[config.mk]
export PLATFORM = sky130hd
export DESIGN_NAME = capture_rect_flat
export DESIGN_NICKNAME = d
export VERILOG_FILES = /design/src/rtl/capture_rect_if.sv /design/src/rtl/capture_rect.sv /design/src/flat_wrapper.sv
export SDC_FILE = /design/constraint.sdc
export NUM_CORES = 1
export LEC_CHECK = 0
export CORE_AREA = 2 2 111 113
export DETAILED_ROUTE_END_ITERATION = 6
export DIE_AREA = 0 0 113 115
export HOLD_SLACK_MARGIN = 0.06
export PLACE_DENSITY = 0.75
export RECOVER_POWER = 100
export SYNTH_ARGS = -nofsm -noshare
export SYNTH_HDL_FRONTEND = slang
export SYNTH_SLANG_ARGS = --single-unit
[constraint.sdc]
create_clock -name clk -period 3.55 [get_ports clk]
set_clock_uncertainty 0.1 [all_clocks]
set_input_delay 0.8875 -clock clk [delete_from_list [all_inputs] [get_ports clk]]
set_output_delay 0.8875 -clock clk [all_outputs]
set_load 0.005 [all_outputs]
[src/rtl/capture_rect_if.sv]
// vga_if: one VGA pixel-stream beat (timing counters, sync, blanking, RGB 4:4:4).
interface vga_if;
   logic [11:0] hcount;
   logic [11:0] vcount;
   logic        hsync;
   logic        vsync;
   logic        hblnk;
   logic        vblnk;
   logic [11:0] rgb;

   modport in  (input  hcount, vcount, hsync, vsync, hblnk, vblnk, rgb);
   modport out (output hcount, vcount, hsync, vsync, hblnk, vblnk, rgb);
endinterface

[src/rtl/capture_rect.sv]
// capture_rect: grabs a WxH window of a VGA stream into image memory, one frame per start.
// Optional macro CAPTURE_OUTLINE_EN draws a COLOR ring around the window while busy.
module capture_rect #(
   parameter int          W     = 48,
   parameter int          H     = 64,
   parameter logic [11:0] COLOR = 12'hF00
) (
   input  logic        clk,
   input  logic        rst,
   input  logic [11:0] x,
   input  logic [11:0] y,
   input  logic        start,
   output logic        busy,
   output logic        done,
   output logic        wr_en,
   output logic [11:0] wr_addr,
   output logic [11:0] wr_data,
   vga_if.in           vga_in,
   vga_if.out          vga_out
);

   typedef enum logic [1:0] {IDLE, ARMED, CAPTURE, FINISH} state_t;

   state_t      state;
   logic [11:0] xl, yl;

   // 13-bit window bounds so x+W / y+H never wrap
   logic [12:0] hc13, vc13, xl13, yl13, x_end, y_end;
   logic        visible, in_win, is_last, origin, sample, outline;
   logic [5:0]  row, col;

   assign hc13  = {1'b0, vga_in.hcount};
   assign vc13  = {1'b0, vga_in.vcount};
   assign xl13  = {1'b0, xl};
   assign yl13  = {1'b0, yl};
   assign x_end = xl13 + 13'(W);
   assign y_end = yl13 + 13'(H);

   assign visible = !vga_in.hblnk && !vga_in.vblnk;
   assign in_win  = visible && (hc13 >= xl13) && (hc13 < x_end) &&
                    (vc13 >= yl13) && (vc13 < y_end);
   assign is_last = in_win && (hc13 == x_end - 13'd1) && (vc13 == y_end - 13'd1);
   assign origin  = (vga_in.hcount == 12'd0) && (vga_in.vcount == 12'd0);

   // ARMED evaluates the origin pixel itself; in CAPTURE the origin means the frame wrapped
   assign sample = ((state == ARMED) && origin) || ((state == CAPTURE) && !origin);

   assign row = vga_in.vcount[5:0] - yl[5:0];
   assign col = vga_in.hcount[5:0] - xl[5:0];

`ifdef CAPTURE_OUTLINE_EN
   logic [12:0] hp1, vp1;
   logic        span, ring;
   assign hp1  = hc13 + 13'd1;
   assign vp1  = vc13 + 13'd1;
   assign span = (hp1 >= xl13) && (hc13 <= x_end) && (vp1 >= yl13) && (vc13 <= y_end);
   assign ring = (hp1 == xl13) || (hc13 == x_end) || (vp1 == yl13) || (vc13 == y_end);
   assign outline = busy && visible && span && ring;
`else
   assign outline = 1'b0;
`endif

   always_ff @(posedge clk) begin
      if (rst) begin
         state          <= IDLE;
         xl             <= '0;
         yl             <= '0;
         busy           <= 1'b0;
         done           <= 1'b0;
         wr_en          <= 1'b0;
         wr_addr        <= '0;
         wr_data        <= '0;
         vga_out.hcount <= '0;
         vga_out.vcount <= '0;
         vga_out.hsync  <= 1'b0;
         vga_out.vsync  <= 1'b0;
         vga_out.hblnk  <= 1'b0;
         vga_out.vblnk  <= 1'b0;
         vga_out.rgb    <= '0;
      end else begin
         vga_out.hcount <= vga_in.hcount;
         vga_out.vcount <= vga_in.vcount;
         vga_out.hsync  <= vga_in.hsync;
         vga_out.vsync  <= vga_in.vsync;
         vga_out.hblnk  <= vga_in.hblnk;
         vga_out.vblnk  <= vga_in.vblnk;
         vga_out.rgb    <= outline ? COLOR : vga_in.rgb;

         done  <= 1'b0;
         wr_en <= 1'b0;
         if (sample && in_win) begin
            wr_en   <= 1'b1;
            wr_addr <= {row, col};
            wr_data <= vga_in.rgb;
         end

         case (state)
            IDLE: begin
               // done is still high on the cycle after FINISH; a start there is dropped
               if (start && !done) begin
                  xl    <= x;
                  yl    <= y;
                  busy  <= 1'b1;
                  state <= ARMED;
               end
            end
            ARMED: begin
               if (origin) state <= is_last ? FINISH : CAPTURE;
            end
            CAPTURE: begin
               if (origin || is_last) state <= FINISH;
            end
            FINISH: begin
               done  <= 1'b1;
               busy  <= 1'b0;
               state <= IDLE;
            end
            default: state <= IDLE;
         endcase
      end
   end

endmodule

[src/flat_wrapper.sv]
// flat-port wrapper written by rule: the top's interface ports become plain ports
module capture_rect_flat 
#(
   parameter int          W     = 48,
   parameter int          H     = 64,
   parameter logic [11:0] COLOR = 12'hF00
)
  (clk, rst, x, y, start, busy, done, wr_en, wr_addr, wr_data, vga_in_hcount, vga_in_vcount, vga_in_hsync, vga_in_vsync, vga_in_hblnk, vga_in_vblnk, vga_in_rgb, vga_out_hcount, vga_out_vcount, vga_out_hsync, vga_out_vsync, vga_out_hblnk, vga_out_vblnk, vga_out_rgb);
  vga_if vga_in_i ();
  vga_if vga_out_i ();
  input  logic clk;
  input  logic rst;
  input  logic [11:0] x;
  input  logic [11:0] y;
  input  logic start;
  output logic busy;
  output logic done;
  output logic wr_en;
  output logic [11:0] wr_addr;
  output logic [11:0] wr_data;
  input wire logic [$bits(vga_in_i.hcount)-1:0] vga_in_hcount;
  input wire logic [$bits(vga_in_i.vcount)-1:0] vga_in_vcount;
  input wire logic [$bits(vga_in_i.hsync)-1:0] vga_in_hsync;
  input wire logic [$bits(vga_in_i.vsync)-1:0] vga_in_vsync;
  input wire logic [$bits(vga_in_i.hblnk)-1:0] vga_in_hblnk;
  input wire logic [$bits(vga_in_i.vblnk)-1:0] vga_in_vblnk;
  input wire logic [$bits(vga_in_i.rgb)-1:0] vga_in_rgb;
  output wire logic [$bits(vga_out_i.hcount)-1:0] vga_out_hcount;
  output wire logic [$bits(vga_out_i.vcount)-1:0] vga_out_vcount;
  output wire logic [$bits(vga_out_i.hsync)-1:0] vga_out_hsync;
  output wire logic [$bits(vga_out_i.vsync)-1:0] vga_out_vsync;
  output wire logic [$bits(vga_out_i.hblnk)-1:0] vga_out_hblnk;
  output wire logic [$bits(vga_out_i.vblnk)-1:0] vga_out_vblnk;
  output wire logic [$bits(vga_out_i.rgb)-1:0] vga_out_rgb;
  assign vga_in_i.hcount = vga_in_hcount;
  assign vga_in_i.vcount = vga_in_vcount;
  assign vga_in_i.hsync = vga_in_hsync;
  assign vga_in_i.vsync = vga_in_vsync;
  assign vga_in_i.hblnk = vga_in_hblnk;
  assign vga_in_i.vblnk = vga_in_vblnk;
  assign vga_in_i.rgb = vga_in_rgb;
  assign vga_out_hcount = vga_out_i.hcount;
  assign vga_out_vcount = vga_out_i.vcount;
  assign vga_out_hsync = vga_out_i.hsync;
  assign vga_out_vsync = vga_out_i.vsync;
  assign vga_out_hblnk = vga_out_i.hblnk;
  assign vga_out_vblnk = vga_out_i.vblnk;
  assign vga_out_rgb = vga_out_i.rgb;
  capture_rect #(.W(W), .H(H), .COLOR(COLOR)) u_core (.clk(clk), .rst(rst), .x(x), .y(y), .start(start), .busy(busy), .done(done), .wr_en(wr_en), .wr_addr(wr_addr), .wr_data(wr_data), .vga_in(vga_in_i), .vga_out(vga_out_i));
endmodule
[Yosys cells after proc, flatten, opt, wreduce, memory -nomap -nowiden]
Index checks and enable logic that the tools add are counted.
Word-level totals
  register bits: 93
  latch bits: 0
  RAM bits: 0
  ROM bits: 0
  input port bits: 67
  word-level logic and storage cells: 67
  memories kept: 0
Cells by class
  add/subtract/negate cells: 6
  $mul: 0
  divide/modulo/power cells: 0
  magnitude comparators: 4
  equal/unequal tests: 8
  shift-type cells: 0
  muxes and demuxes: 9
  bitwise operators: 0
  reductions and logical operators: 25
Operators with widths (number)
  12-bit by 13-bit == test with 1-bit output: 2
  12-bit by 13-bit < comparator with 1-bit output: 2
  13-bit by 1-bit subtractor with 13-bit output, second input constant: 2
  12-bit >= comparator: 2
  12-bit zero test: 2
  12-bit by 6-bit adder with 13-bit output, second input constant: 1
  12-bit by 7-bit adder with 13-bit output, second input constant: 1
  1-bit logical AND: 12
  6-bit subtractor: 2
  2-bit case mux with 4 select lines: 1
  2-bit two-way mux: 3
  2-bit == test, second input constant: 2
  1-bit zero test: 4
  1-bit two-way mux: 4
  2-bit by 1-bit inequality test with 1-bit output, second input constant: 2
  2-bit AND reduction: 2
  3-bit AND reduction: 1
  2-bit by 1-bit == test with 1-bit output, second input constant: 1
  2-bit zero test: 1
  1-bit logical OR: 2
  2-bit inequality test, second input constant: 1
  1-bit case mux with 2 select lines: 1
  2-bit nonzero test: 1

[Logic depth before layout (Yosys ltp)]
  depth after elaboration: 11
  mapped depth: 17
  gate-level depth less buffers: 14

[Worst setup path after synthesis]
Ideal clock, no wire load.
  kind: reg2reg
  start: register u_core.xl[4]
  end: register u_core.wr_data[2]
  arrival: 3.296 ns
  required time: 3.322 ns
  slack: 0.027 ns
  stages on the path, launching flop included: 18
  path buffers: 3
  clock period less this slack: 3.523 ns
  path through: dfxtp_1 -> buf_4 -> inv_1 -> ha_1 -> and3b_2 -> and3_1 -> xnor2_1 -> ha_1 -> a211oi_1 -> nor2_1 -> a21oi_1 -> o2111ai_1 -> nor4_1 -> o21a_1 -> buf_4 -> buf_2 -> mux2i_1 -> nor2_1
Between the ends
  longest elaborated chain between the ends: 6
RTL lines
  from (decl): line capture_rect.sv:25  | logic [11:0] xl, yl;
  from (signal assigned): line capture_rect.sv:66  | xl <= '0;
  from (signal assigned): line capture_rect.sv:101  | xl <= x;
  12-bit by 6-bit adder with 13-bit output / 12-bit >= comparator (equally long branches): line capture_rect.sv:36, capture_rect.sv:40
  12-bit by 13-bit < comparator with 1-bit output / 1-bit logical AND (equally long branches): line capture_rect.sv:40  | assign in_win = visible && (hc13 >= xl13) && (hc13 < x_end) &&
  1-bit logical AND (*) (2 in series): line capture_rect.sv:40
  1-bit logical AND (*): line capture_rect.sv:41  | (vc13 >= yl13) && (vc13 < y_end);
  1-bit logical AND (*): line capture_rect.sv:91  | if (sample && in_win) begin
  to (signal assigned): line capture_rect.sv:94  | wr_data <= vga_in.rgb;
  to (decl): line capture_rect.sv:17  | output logic [11:0] wr_data,
Mark *: on every way between the ends. The rest lies on a longest branch, timed or not.
A chain may end at the register's enable or synchronous reset.

[Worst setup path in the final report]
  start: input port vga_in_hcount[11]
  end: register u_core.wr_data[5]
Between the ends
  longest elaborated chain between the ends: 6
RTL lines
  from (decl): line flat_wrapper.sv:21  | input wire logic [$bits(vga_in_i.hcount)-1:0] vga_in_hcount;
  12-bit >= comparator / 12-bit zero test (equally long branches): line capture_rect.sv:40, capture_rect.sv:43
  1-bit logical AND (on tied branches): line capture_rect.sv:40, capture_rect.sv:43
  1-bit logical AND / 1-bit zero test (equally long branches): line capture_rect.sv:40, capture_rect.sv:46
  1-bit logical AND (on tied branches): line capture_rect.sv:40, capture_rect.sv:46
  1-bit logical AND / 1-bit logical OR (equally long branches): line capture_rect.sv:41, capture_rect.sv:46
  1-bit logical AND (*): line capture_rect.sv:91
Marked as above.

==> results_dict.tcl <==
set metrics [dict create \
    outcome "complete, but fails checks" \
    violations "design-rule violations" \
    drt_iter0_drc 245 \
    clock_path_buffers 2 \
    globalRouteOverflowTotal 0 \
    tightestPinTransition_ns 0.720 \
    dp_hpwl_um 11400 \
    cts_tree "yes" \
    fmax_mhz 292 \
    synth_area_mm2 0.00524 \
    ys_top_cells_by_area "dfxtp_1 (36%), ha_1 (11%), nor2b_1 (5.4%), xnor2_1 (5.3%), nand2_1 (4.7%)" \
    ir_drop_uv 210 \
    clkLatencyLatePin_ns 0.35 \
    syn-num-nets 726 \
    worstSetupPathType "input port to flop" \
    cp_data_required_time_ns 3.69 \
    drive_above_1_share_pct 12.5 \
    ys.flop_type "dfxtp_1" \
    grt_pass1_wl_um 23600 \
    die-area_mm2 0.0130 \
    period_share_pct 96.5 \
    drt.antenna.violating_nets 0 \
    placedCellCount 923 \
    pin_count 134 \
    multi_input_area_mm2 0.00323 \
    die_w_um 113 \
    power_density_mw_per_mm2 467 \
    htreeDepth 3 \
    cts_hold_buf 0 \
    post-route-util_pct 63.5 \
    die_y_um 115 \
    vias 4948 \
    yosysTopAreaCellShare_pct 35.5 \
    finalInstanceArea_mm2 0.00750 \
    yosysTopAreaCell "dfxtp_1" \
    final_nets 907 \
    max-slew-margin-rel_pct 52.0 \
    slew_viol_final 0 \
    synth_commonest_cells "dfxtp_1 (93), nand2_1 (65), nor2_1 (54)" \
    fill_cells 1026 \
    synth_most_common_cell "dfxtp_1" \
    min_period_ns 3.43 \
    dpl_cell_area_mm2 0.00710 \
    port_buffers 133 \
    vias_per_cell 5.26 \
    antenna_found_initial 0 \
    hold_viol_final 0 \
    max-cap-violations 0 \
    syn_area_per_cell_um2 8.60 \
    synth_enable_flop_cells 0 \
    drc 9 \
    synth_cells 609 \
    grt_setup_unrepaired "no" \
    grt_pass1_vias 4848 \
    end_kind "flop" \
    numCtsBuffers 9 \
    grt_max_degree 38 \
    start_kind "input port" \
    ys.warnings.count 0 \
    syn2layout_area_growth_pct 43.2 \
    async_flop_share_pct 0 \
    finalSetupViolCount 0 \
    wl_um 14700 \
    synth-seq-cells 93 \
    min_path_type "flop to flop" \
    p_leak_uw 0.00312 \
    start_util_pct 44.4 \
    core_region_area_mm2 0.0118 \
    clock_sinks 93 \
    seq_area_mm2 0.00186 \
    cts.reportedPaths.clkPinSlew_ns 0.07 \
    firstDrtPassIters 6 \
    grt_usage_pct 22.8 \
    synthDistinctLibCells 56 \
    critical_path_peak_fanout 14 \
    diodes 0 \
    avgRoutedWirePerCell_um 15.6 \
    place.gp.congestion 0.913 \
    num_rows 40 \
    cts_root_buffer "clkbuf_16" \
    arrival_ns 3.56 \
    layout.cells.non_filler 941 \
    seq_area_frac_synth_pct 35.5 \
]
-- cells by family after synthesis --
logic type                 Yosys count  share of synthesized area, %
and+or+nand+nor                    233                          22.3
AOI/OAI and AO/OA                  100                          11.9
DFF                                 93                          35.5
buffers and inverters               60                          4.49
adders and majority gates           50                          12.2
xor gates and xnor gates            49                          8.86
muxes                               24                          4.63
-- critical path: stages --
cell	delay [ns]
clkdlybuf4s50_1	0.57
ha_1	0.38
nand4_1	0.18
a211oi_2	0.23
or4_4	0.17
o2111ai_1	0.16
nor4_4	0.22
o21a_2	0.25
buf_12	0.12
buf_16	0.14
mux2i_1	0.20
nor2_1	0.05
-- layer usage --
metal | part of all wire [%] | GRT usage [%] | up-vias
li1 | - | - | 2453
met1 | 44 | 28.1 | 2356
met2 | 50 | 39.4 | 118
met3 | 4.1 | 4.16 | 21
met4 | 1.9 | 9.35 | 0
met5 | 0 | 0 | -
-- sequential cells by signal (all words and copies together) (netlist names) --
name                   flops
u_core.vga_out.hcount     12
u_core.wr_data            12
u_core.vga_out.rgb        12
u_core.xl                 12
u_core.yl                 12
u_core.busy                1
u_core.wr_addr            12
u_core.vga_out.hblnk       1
u_core.vga_out.vsync       1
u_core.done                1
u_core.vga_out.vblnk       1
u_core.vga_out.vcount     12
u_core.vga_out.hsync       1
u_core.wr_en               1
u_core.state               2
-- area by class of cell --
type                            instances  area share (%)
Inverter                               37            1.85
Timing Repair Buffer                  193            24.1
Clock buffer                           10            3.19
Clock inverter                          5           0.567
Sequential cell                        93            24.8
Multi-Input combinational cell        456            43.1
Tap cell                              147            2.45
-- repair_timing --
item,in CTS,in global routing
cloned,1,0
setup buffers,2,0
endpoints found under the setup margin,27,27
pin swaps,4,8
endpoints found under the hold margin,0,0
gates resized for setup,20,11
-- through the flow --
stage	TNS, ns	total power, uW	worst slack, ns	hold WS, ns
after floorplan	0	2080	0.0266	0.354
after global placement	-10.00	2520	-0.401	0.372
after detailed placement	-13.42	2570	-0.551	0.384
after CTS	0	3530	0.0241	0.403
after global routing	0	3720	0.0199	0.416
final	0	3510	0.125	0.393
-- power by group --
| group | internal (uW) | leakage [uW] | switching (uW) | total, uW |
|---|---|---|---|---|
| clock network | 498 | 0.000136 | 438 | 936 |
| logic | 638 | 0.00222 | 690 | 1330 |
| registers | 1130 | 0.000765 | 109 | 1240 |
-- layout by cell type (no fill, tap or decap), types with 9 or more instances in the layout --
cell type and instances:
nand4_1 14, nor2b_1 44, nand2_1 65, a21oi_1 40, dlygate4sd3_1 72, nor2_1 54, nand3_1 12, buf_4 52
clkbuf_16 9, clkdlybuf4s50_1 56, nor4_1 10, xnor2_1 31, inv_1 36, xor2_1 14, o21ai_0 15, ha_1 46
dfxtp_1 93, mux2i_1 21
-- final timing paths --
path              slack, ns  cells past startpoint                             from                         endpoint
setup / recovery       0.12                     12                vga_in_hcount[11]   u_core.wr_data[5]$_SDFFE_PP0P_
hold / removal         0.39                      2  u_core.wr_data[10]$_SDFFE_PP0P_  u_core.wr_data[10]$_SDFFE_PP0P_
setup reg to reg       0.17                     16        u_core.xl[4]$_SDFFE_PP0P_   u_core.wr_data[5]$_SDFFE_PP0P_
hold reg to reg        0.39                      2  u_core.wr_data[10]$_SDFFE_PP0P_  u_core.wr_data[10]$_SDFFE_PP0P_
Power figures use the tool's default switching activity.
